File: config.mk
export PLATFORM = sky130hd
export DESIGN_NAME = instq_reg
export DESIGN_NICKNAME = d
export VERILOG_FILES = /design/src/rtl/instq_reg.sv
export SDC_FILE = /design/constraint.sdc
export NUM_CORES = 1
export LEC_CHECK = 0
export CAP_MARGIN = 20
export CORE_MARGIN = 5
export CORE_UTILIZATION = 40
export CTS_CLUSTER_DIAMETER = 50
export CTS_CLUSTER_SIZE = 24
export DETAILED_ROUTE_END_ITERATION = 8
export PLACE_DENSITY = 0.67
export SLEW_MARGIN = 20
export SYNTH_ARGS = -nofsm -noshare
export SYNTH_HDL_FRONTEND = slang
export SYNTH_SLANG_ARGS = --single-unit
File: constraint.sdc
create_clock -name clk -period 6.6 [get_ports clk]
set_input_delay 0.66 -clock clk [delete_from_list [all_inputs] [get_ports clk]]
set_output_delay 0.66 -clock clk [all_outputs]
set_load 0.005 [all_outputs]
File: src/rtl/instq_reg.sv
// Instruction register fed by a DEPTH-entry prefetch queue.
// The bus side pushes instruction words and the control unit pops them into the IR.
// The IR's opcode field is always visible; the operand field is gated onto the address bus.
module instq_reg #(
  parameter int DW    = 8,
  parameter int OPW   = 4,
  parameter int DEPTH = 4
) (
  input  logic                       clk,
  input  logic                       clr,
  input  logic [DW-1:0]              busin,
  input  logic                       wa,
  input  logic                       ld,
  input  logic                       flush,
  input  logic                       oa,
  output logic [OPW-1:0]             opout,
  output logic [DW-OPW-1:0]          addrout,
  output logic                       ir_valid,
  output logic [$clog2(DEPTH+1)-1:0] count,
  output logic                       empty,
  output logic                       full,
  output logic                       ovf
);

  localparam int AW = $clog2(DEPTH);
  localparam int CW = $clog2(DEPTH+1);

  logic [DW-1:0] mem [DEPTH];
  logic [AW-1:0] wptr;
  logic [AW-1:0] rptr;
  logic [CW-1:0] count_q;
  logic [DW-1:0] ir;
  logic          irv;
  logic          ovf_q;

  logic          do_pop;
  logic          do_push;
  logic          ovf_set;

  assign empty = (count_q == '0);
  assign full  = (count_q == CW'(DEPTH));

  // Pop frees a slot on the same edge, so a full queue still accepts a push
  // when the head is being popped. Neither happens while clr or flush is active.
  always_comb begin
    do_pop  = 1'b0;
    do_push = 1'b0;
    ovf_set = 1'b0;
    if (!clr && !flush) begin
      do_pop  = ld & ~empty;
      do_push = wa & (~full | do_pop);
      ovf_set = wa & full & ~do_pop;
    end
  end

  // Queue storage: data only, no reset needed since occupancy tracks validity.
  always_ff @(posedge clk) begin
    if (do_push) mem[wptr] <= busin;
  end

  // Pointers, occupancy, IR and status flags.
  always_ff @(posedge clk) begin
    if (clr) begin
      wptr    <= '0;
      rptr    <= '0;
      count_q <= '0;
      ir      <= '0;
      irv     <= 1'b0;
      ovf_q   <= 1'b0;
    end else if (flush) begin
      wptr    <= '0;
      rptr    <= '0;
      count_q <= '0;
      irv     <= 1'b0;
    end else begin
      if (do_push) wptr <= wptr + AW'(1);
      if (do_pop) begin
        rptr <= rptr + AW'(1);
        ir   <= mem[rptr];
        irv  <= 1'b1;
      end else if (ld) begin
        irv  <= 1'b0;
      end
      if (ovf_set) ovf_q <= 1'b1;
      case ({do_push, do_pop})
        2'b10:   count_q <= count_q + CW'(1);
        2'b01:   count_q <= count_q - CW'(1);
        default: count_q <= count_q;
      endcase
    end
  end

  assign count    = count_q;
  assign ir_valid = irv;
  assign ovf      = ovf_q;
  assign opout    = ir[DW-1:DW-OPW];
  assign addrout  = oa ? ir[DW-OPW-1:0] : '0;

endmodule

==> impl_metrics.yaml <==
outcome:
  status: "finished, final reports clean"
placement:
  numPortBuffers: 28
  post-dp-hpwl_um: 2602
  routabilityCongestion: 0.7556
cts:
  cts_num_sinks: 49
  tritoncts: "yes"
  clk_latency_ns: 0.30
  htreeDepth: 2
  cts_buffer_depth: 2
  postCtsHoldBufs: 0
  cts.root.buffer_cell: "clkbuf_8"
  post_cts_resized: 0
  cts_buffers: 5
  postCtsSetupRepairBufs: 0
  cts.clk_slew.worst_paths_ns: 0.09
floorplanning:
  die_h_um: 82.69
  die_x_um: 82.69
  core_mm2: 0.005107
  dieArea_mm2: 0.006837
  fp-row-count: 26
  io_pins: 29
  initial_utilization_pct: 41.38
sta:
  fmax_mhz: 311.2
  hold_slack_ns: 0.4683
  finalSetupViolCount: 0
  period_needed_ns: 3.213
  fin_skew_ns: 0.008584
  relSlewSlack_pct: 58.56
  tightest_slew_ns: 0.6129
  grt_setup_unrepaired: "no"
  drv_slew: 0
  setup_tns_ns: 0
  hold_viol: 0
  fin_crit_sh_pct: 48.69
synth:
  seq_area_frac_synth_pct: 61.57
  synth_fp_nets: 170
  ys_seq_elements: 49
  synthTopCellsByArea: "edfxtp_1, dfxtp_1, mux4_2"
  synthDistinctLibCells: 33
  netlist.area_leader.share_pct: 45.47
  synth_cells: 150
  synth.avg_cell_area_um2: 14.09
  syn_area_mm2: 0.002113
  synth_warnings: 0
  synth_top_area_cell: "edfxtp_1"
layout:
  multiInputGateArea_um2: 678.2
  layout_commonest_cell: "edfxtp_1"
  layout-area-overhead-vs-synth_pct: 18.77
  seqCellArea_mm2: 0.001301
  layout_common_cells: "edfxtp_1, clkdlybuf4s50_1, dfxtp_1"
  diodes: 0
  n_fill_cell: 461
  layout-drive-gt1-share_pct: 17.71
  fin_nets: 194
drt:
  post_drt_via_cell_ratio: 4.971
  vias: 1218
  drc: 0
  post_drt_wl_per_cell_um: 14.21
  drt_wl_total_um: 3482
  drt_iter0_markers: 55
  firstDrtPassIters: 4
  ant_nets: 0
global_routing:
  grt_antenna_before_repair: 0
  grt_remaining_overflow: 0
  first_global_vias: 1203
  grt_max_degree: 18
  grt_pass1_wl_um: 5720
  grt_usage_pct: 11.52
critical_path:
  r2r_end: "count[2]"
  cp_cell_sequence: "clkdlybuf4s50_1 > or3b_1 > nor2_1 > ha_1 > inv_1 > fa_1 > xor2_1 > or3_1 > a21oi_1"
  arrival_ns: 3.46
  slowest_delay_ns: 0.71
  rrSetupSlack_ns: 4.03
  required_ns: 6.84
  reg2regPathDepth: 9
  worstPathMaxFanout: 13
  worstReg2RegStart: "count[2]"
  start_kind: "input port"
  endpoint_kind: "flop"
  cp_slowest_cell: "clkdlybuf4s50_1"
  path_class: "input port to flop"
power_and_ir_drop:
  p_per_area_mw_per_mm2: 228.7
  peakVddDrop_uv: 132.9
  cellLeakagePower_nw: 0.8119
run:
  drv_cap: 0
min_path:
  hold_path_depth: 2
  min-delay-start: "ir[3]"
  min_to: "ir[3]"
  hold_class: "flop to flop"
cells in the mapped netlist (all sizes together):
cell	count
inv	8
mux2i	1
or4b	1
xor2	2
or3b	1
and3	5
nor2	7
dfxtp	17
and2	4
or2	1
fa	1
clkbuf	3
clkinv	1
mux4	8
nor4b	1
edfxtp	32
nand3	11
a31oi	1
buf	8
or3	3
nand2	2
a31o	1
o21ai	12
a21oi	13
ha	5
nor3b	1
stage by stage:
stage / cell area (um^2) / utilization (%) / setup slack [ns] / instances / power (mW)
finish: 2510 / 49.14 / 3.387 / 245 / 0.5740
floorplan: 2113 / - / 4.016 / 150 / 0.3495
detailed placement: 2394 / 46.86 / 3.075 / 237 / 0.3625
global route: 2510 / 49.14 / 3.239 / 245 / 0.5943
CTS: 2510 / 49.14 / 3.401 / 245 / 0.5808
global placement: 2394 / 46.86 / 3.158 / 237 / 0.3612
report_power, final:
group,switching (mW),internal [mW],total [mW]
Combinational,0.0133,0.0119,0.0252
Clock,0.103,0.116,0.219
Sequential,0.00126,0.329,0.330
registers in the layout, indices dropped and copies added, names as in the netlist:
signal / flops
rptr: 2
count: 3
ir_valid: 1
ir: 8
wptr: 2
ovf: 1
mem: 32
per-layer routing:
layer | up-vias | track usage [%] | part of all wire (%)
met2 | 21 | 19.31 | 51
met1 | 592 | 13.79 | 43
met3 | 7 | 3.145 | 4.2
met5 | - | 0 | 0
li1 | 598 | - | -
met4 | 0 | 5.229 | 1.9
how the worst max path moves through the flow:
| stage | start | end | slack (ns) | cells after the start |
|---|---|---|---|---|
| 6_report | clr | count[2] | 3.39 | 9 |
| 5_1_grt | clr | count[2] | 3.24 | 9 |
| 4_1_cts | clr | count[2] | 3.40 | 9 |
| 3_5_place_dp | clr | count[2] | 3.07 | 9 |
| 3_3_place_gp | clr | count[2] | 3.16 | 9 |
| 2_1_floorplan | flush | count[2] | 4.02 | 9 |
cells by family after synthesis:
kind of cell / Yosys count / share of synthesized area [%]
xor gates and xnor gates: 2 / 0.8290
muxes: 9 / 8.999
adders and majority gates: 6 / 3.908
buffers and inverters: 20 / 6.335
AOI/OAI and AO/OA: 27 / 8.407
DFF: 49 / 61.57
and+or+nand+nor: 37 / 9.947
layout make-up:
class | count | share of cell area [%]
Clock inverter | 3 | 1.894
Sequential cell | 49 | 51.84
Inverter | 9 | 1.844
Multi-Input combinational cell | 81 | 27.02
Clock buffer | 5 | 2.742
Tap cell | 70 | 3.490
Timing Repair Buffer | 28 | 11.17
critical path: cells and delay by family:
kind                       cells  cell delay, ns
and+or+nand+nor                3            1.15
buffers and inverters          2            0.77
adders and majority gates      2            0.57
xor gates and xnor gates       1            0.16
AOI/OAI and AO/OA              1            0.15
(Power assumes the default switching activity.)
